File: src/rtl/prog_clk_div.sv
// Runtime-programmable clock/strobe divider with TOGGLE, PULSE and PWM output modes.
// Optional phase-alignment input sync_in is compiled in when CLKDIV_SYNC_EN is defined.
module prog_clk_div #(
   parameter int          WIDTH       = 32,
   parameter int unsigned DEFAULT_DIV = 50000000
) (
   input  logic             clk,
   input  logic             rst,
   input  logic             en,
   input  logic             div_load,
   input  logic [WIDTH-1:0] div_in,
   input  logic [WIDTH-1:0] duty_in,
   input  logic [1:0]       mode_in,
   output logic             busy,
   output logic             load_ack,
   output logic             tick,
   output logic             clk_out
`ifdef CLKDIV_SYNC_EN
   ,
   input  logic             sync_in
`endif
);

   localparam logic [1:0] MODE_TOGGLE = 2'b00;
   localparam logic [1:0] MODE_PULSE  = 2'b01;
   localparam logic [1:0] MODE_PWM    = 2'b10;

   localparam logic [WIDTH-1:0] ONE      = WIDTH'(1);
   localparam logic [WIDTH-1:0] DEF_DIV  = WIDTH'(DEFAULT_DIV);
   localparam logic [WIDTH-1:0] DEF_DUTY = WIDTH'(DEFAULT_DIV / 2);

   logic [WIDTH-1:0] cnt, div_r, duty_r, sh_div, sh_duty;
   logic [1:0]       mode_r, sh_mode;

   logic [WIDTH-1:0] cnt_nx, div_nx, duty_nx;
   logic [1:0]       mode_nx;
   logic             clk_out_nx;
   logic             term, sync_hit, apply;

   assign term = (cnt == div_r - ONE);

`ifdef CLKDIV_SYNC_EN
   assign sync_hit = en & sync_in;
`else
   assign sync_hit = 1'b0;
`endif

   assign tick = en & term & ~sync_hit;

   // A pending load lands on a terminal count, a sync pulse, or at once while disabled.
   assign apply = busy & (~en | tick | sync_hit);

   always_comb begin
      cnt_nx     = cnt;
      div_nx     = div_r;
      duty_nx    = duty_r;
      mode_nx    = mode_r;
      clk_out_nx = clk_out;

      if (apply) begin
         div_nx  = sh_div;
         duty_nx = sh_duty;
         mode_nx = sh_mode;
      end

      if (apply || sync_hit)
         cnt_nx = '0;
      else if (en)
         cnt_nx = term ? '0 : cnt + ONE;

      // The mode in force after this edge decides the output value.
      if (en || apply) begin
         case (mode_nx)
            MODE_PULSE: clk_out_nx = (apply || sync_hit) ? 1'b0 : tick;
            MODE_PWM:   clk_out_nx = (cnt_nx < duty_nx);
            default:    clk_out_nx = sync_hit ? 1'b0 : (clk_out ^ (tick & ~apply));
         endcase
      end
   end

   always_ff @(posedge clk or posedge rst) begin
      if (rst) begin
         cnt      <= '0;
         div_r    <= DEF_DIV;
         duty_r   <= DEF_DUTY;
         mode_r   <= MODE_TOGGLE;
         clk_out  <= 1'b0;
         busy     <= 1'b0;
         load_ack <= 1'b0;
         sh_div   <= '0;
         sh_duty  <= '0;
         sh_mode  <= MODE_TOGGLE;
      end else begin
         cnt      <= cnt_nx;
         div_r    <= div_nx;
         duty_r   <= duty_nx;
         mode_r   <= mode_nx;
         clk_out  <= clk_out_nx;
         load_ack <= apply;

         if (apply) begin
            busy <= 1'b0;
         end else if (div_load && !busy) begin
            busy    <= 1'b1;
            sh_div  <= (div_in == '0) ? ONE : div_in;
            sh_duty <= duty_in;
            sh_mode <= mode_in;
         end
      end
   end

endmodule

File: config.mk
export PLATFORM = sky130hd
export DESIGN_NAME = prog_clk_div
export DESIGN_NICKNAME = d
export VERILOG_FILES = /design/src/rtl/prog_clk_div.sv
export SDC_FILE = /design/constraint.sdc
export NUM_CORES = 1
export LEC_CHECK = 0
export BUFFER_PORTS_ARGS = -buffer_cell sky130_fd_sc_hd__buf_2
export CORE_MARGIN = 3
export CORE_UTILIZATION = 55
export DETAILED_ROUTE_END_ITERATION = 12
export MAX_ROUTING_LAYER = met4
export PLACE_DENSITY = 0.74
export SKIP_CTS_REPAIR_TIMING = 1
export SLEW_MARGIN = 20
export SYNTH_ARGS = -nofsm -noshare
export SYNTH_HDL_FRONTEND = slang
export SYNTH_SLANG_ARGS = --single-unit
File: constraint.sdc
create_clock -name clk -period 16.4 [get_ports clk]
set_clock_uncertainty 0.15 [all_clocks]
set_input_delay 3.28 -clock clk [delete_from_list [all_inputs] [get_ports clk]]
set_output_delay 3.28 -clock clk [all_outputs]
set_load 0.03 [all_outputs]
==> results summary <==
The final core utilization is 63.3%. Measured along the x axis, the die boundary spans between 100 and 150 µm. The total cell area at the placement stage came out at slightly below 10000 µm². The smallest setup slack after layout came out at a little under 9 ns. The overall routing resource usage came out at a little over a fifth.

At the pin with the least slew margin, the transition time is roughly 1.0 ns. The power share of the sequential group is a little over two fifths. The HPWL after detailed placement came out at 13700 µm. In the synthesized netlist the dominant register cell turns out to be dfrtp_1. For this design the static power due to leakage is ~4.8 nW. The DRC violation total after the first TritonRoute iteration came out at ~520. Dividing total power by cell area gives a power density of roughly 140 nW/µm². The post-synthesis sequential element count is about 170. Setup repair after global routing left no endpoint under its margin. The final count of pins violating max slew is 0. The flow ran to the end, and the final reports show no timing, DRC or antenna violations.

The total via count after detailed routing came out at 6340. The filler cells instantiated in the layout total about 1300. The worst endpoint required time is 12.97 ns. The via count of the first global-routing pass is between 6000 and 7000.

The clock tree from TritonCTS is built. The final-report hold violation count came out at 0. The post-detailed-route DRC marker count is 0.

The placement-stage worst setup slack is roughly 8.8 ns. The clock root buffer master is clkbuf_16. The maximum clock insertion buffer count came out at 2.

The maximum VDD drop came out at ~0.085 mV. The count of buffers from port buffering is 73. The core box area is roughly 17000 µm².

The internal cell power came out at between 1 and 1.5 mW. The total nets after synthesis is a little over 900. Summed over all layers, the global routing overflow is 0. The floorplan has between 40 and 50 rows.

Dividing the detail-routed via count by the number of cells gives about 5.7. The CTS sink count is about 170. The kind of start point of the critical path is a flip-flop. The first global-routing pass estimated 31400 µm of wire. After clock tree synthesis, the clock-pin slew on the worst setup and hold paths is about 0.07 ns. The worst hold path belongs to the class reg -> reg. Counting every instance in the synthesized netlist gives 808. The sequential area share after synthesis came out at approximately 45%. By startpoint and endpoint, the worst setup path is classified as reg -> out.

Yosys printed 0 warnings. The total non-filler cell area in the finished layout came out at around 11000 µm². After the last flow step, the layout net total stands at approximately 980. In the finished design, the share of the clock period the worst path needs comes to 47.0%. The overall die area is approximately 19000 µm². The number of nets still failing antenna checks after routing is 0. Routability-driven placement finished with a final weighted congestion of 0.930. The die is ~140 µm tall. Static timing analysis puts the maximum clock frequency at about 0.13 GHz.

In the post-synthesis netlist, the biggest area contributors are dfrtp_1, mux2_4, mux2_2. The H-tree depth came out at 4. The commonest cells after synthesis are dfrtp_1, mux2_2, mux2_4. The top-level port count came out at between 70 and 80. The worst pin sits at a relative slew slack of roughly a third.

Summed over all instances, the cell type with the most area after synthesis is dfrtp_1. The post-detailed-routing wire length came out at about 19000 µm. Synthesis instantiated 57 different standard cells from the library. STA classifies the critical path endpoint as an output port. The total negative slack for setup checks is 0 ns. Across the run, the number of max-cap violations was 0. The layout cell share with drive strength beyond 1 came out at between 30 and 40%. The switching part of the total power is approximately 32%. After detailed routing, the average wire length per cell comes to between 15 and 20 µm.

The count of antenna diodes in the layout is 0. The time the final worst path needs with I/O delays and setup is between 7 and 8 ns. The async set or reset register ratio after synthesis came out at 100%. The number of enable flip-flop cells after synthesis is 0. The initial antenna violation count is 0.

The arrival time at the worst endpoint came out at around 4.3 ns. The area share of the largest cell type after synthesis came out at around 38%. The initial core utilization is a little under three fifths. Clock tree synthesis inserted a total of 17 buffers.

The largest net degree at the start of global routing came out at 86. The combinational power share is a little under 30%. Summed over all nets, the switching power comes to slightly below 0.5 mW. The clock network fraction of design power is 27.1%.

The combined area of all synthesized cells is between 9000 and 10000 µm². Among all cell types in the netlist, the one instantiated most often is dfrtp_1. The clock latency of the later-clocked register in the worst-skew pair is 0.43 ns. The average size of a mapped cell is about 12 µm². The top fanout value on the critical path came out at 10.

The number of failing setup endpoints in the final timing report is 0. The number of detailed-routing iterations run before antenna repair is 5. Relative to the synthesized area, the layout overhead comes to 11.8%.
==> final timing paths <==
| kind | from | to | slack (ns) | cells after the start |
|---|---|---|---|---|
| setup reg to reg | div_r[4] | clk_out | 9.26 | 22 |
| max in group asynchronous | rst | busy | 12.06 | 3 |
| hold / removal | sh_div[12] | div_r[12] | 0.36 | 1 |
| hold reg to reg | sh_div[12] | div_r[12] | 0.36 | 1 |
| min in group asynchronous | rst | sh_div[2] | 2.83 | 2 |
| setup / recovery | div_r[4] | tick | 8.70 | 9 |
==> critical path: stages, from the launching register on <==
cell	delay (ns)
dfrtp_1	0.45
nor3_1	0.85
nand4_1	0.31
nor3_2	0.20
xnor2_1	0.11
or4_1	0.53
or4_1	0.43
or4_4	0.56
nor2_1	0.16
buf_2	0.23
==> metal layers <==
layer / part of all wire (%) / global-route usage (%) / up-vias / wire length (µm)
met1: 49 / 31.4 / 3108 / 9370
met5: 0 / - / - / 0
met3: 4.9 / 5.33 / 20 / 933
met2: 45 / 31.5 / 141 / 8580
li1: - / - / 3071 / -
met4: 1.1 / 5.54 / 0 / 218
==> stage by stage <==
stage / hold slack, ns / power (mW) / std cells
4_1_cts: 0.359 / 1.52 / 1103
2_1_floorplan: 0.327 / 0.998 / 808
3_3_place_gp: 0.337 / 1.09 / 1071
3_5_place_dp: 0.339 / 1.11 / 1071
5_1_grt: 0.368 / 1.60 / 1103
6_report: 0.356 / 1.51 / 1103
==> flip-flops by register name, indices dropped and copies added (netlist names) <==
| signal | count |
|---|---|
| load_ack | 1 |
| clk_out | 1 |
| busy | 1 |
| mode_r | 2 |
| sh_mode | 2 |
| div_r | 32 |
| cnt | 32 |
| sh_div | 32 |
| duty_r | 32 |
| sh_duty | 32 |
==> kinds of logic (layout without fill, tap and decap cells) <==
logic type	count (synthesis)	count (layout)	synth area share (%)
AO/OA/AOI/OAI	72	72	4.92
XOR/XNOR	75	75	6.97
adder cells (fa/ha/maj)	35	35	4.65
buffers and inverters	47	122	2.54
flip-flops	167	167	44.7
multiplexers	167	167	22.1
AND/OR/NAND/NOR	245	245	14.1
==> cell usage in the layout (no fill, tap or decap), types with 3 or more instances in the layout <==
master and n:
a2111oi_0 5, a21o_1 6, a21oi_1 21, a31oi_1 6
and3_1 11, and4_1 5, buf_2 73, buf_4 4
clkbuf_16 17, clkinv_4 4, dfrtp_1 143, dfstp_2 24
ha_1 35, inv_1 10, inv_6 4, mux2_2 66
mux2_4 66, mux2i_1 35, nand2_1 33, nand2b_1 3
nand3_1 25, nand4_1 28, nor2_1 63, nor2b_1 4
nor3_1 14, nor3_2 3, nor4_1 22, nor4b_1 5
o211ai_1 4, o21a_1 3, o21ai_0 12, o21bai_1 3
or2_2 6, or4_1 7, xnor2_1 39, xor2_1 36
==> power by group through the flow <==
| stage | combinational (mW) | sequential (mW) | clock, mW |
|---|---|---|---|
| 3_3_place_gp | 0.433 | 0.662 | 0 |
| 4_1_cts | 0.444 | 0.661 | 0.417 |
| 6_report | 0.440 | 0.662 | 0.409 |
| 5_1_grt | 0.490 | 0.681 | 0.433 |
| 3_5_place_dp | 0.441 | 0.665 | 0 |
| 2_1_floorplan | 0.378 | 0.620 | 0 |
==> cell type report <==
type	count	area, µm²	area share (%)
Clock buffer	18	439	4.17
Clock inverter	14	166	1.58
Inverter	12	50.0	0.475
Multi-Input combinational cell	594	4990	47.3
Sequential cell	167	4210	40.0
Tap cell	220	275	2.61
Timing Repair Buffer	78	407	3.86
(Power assumes the default switching activity.)
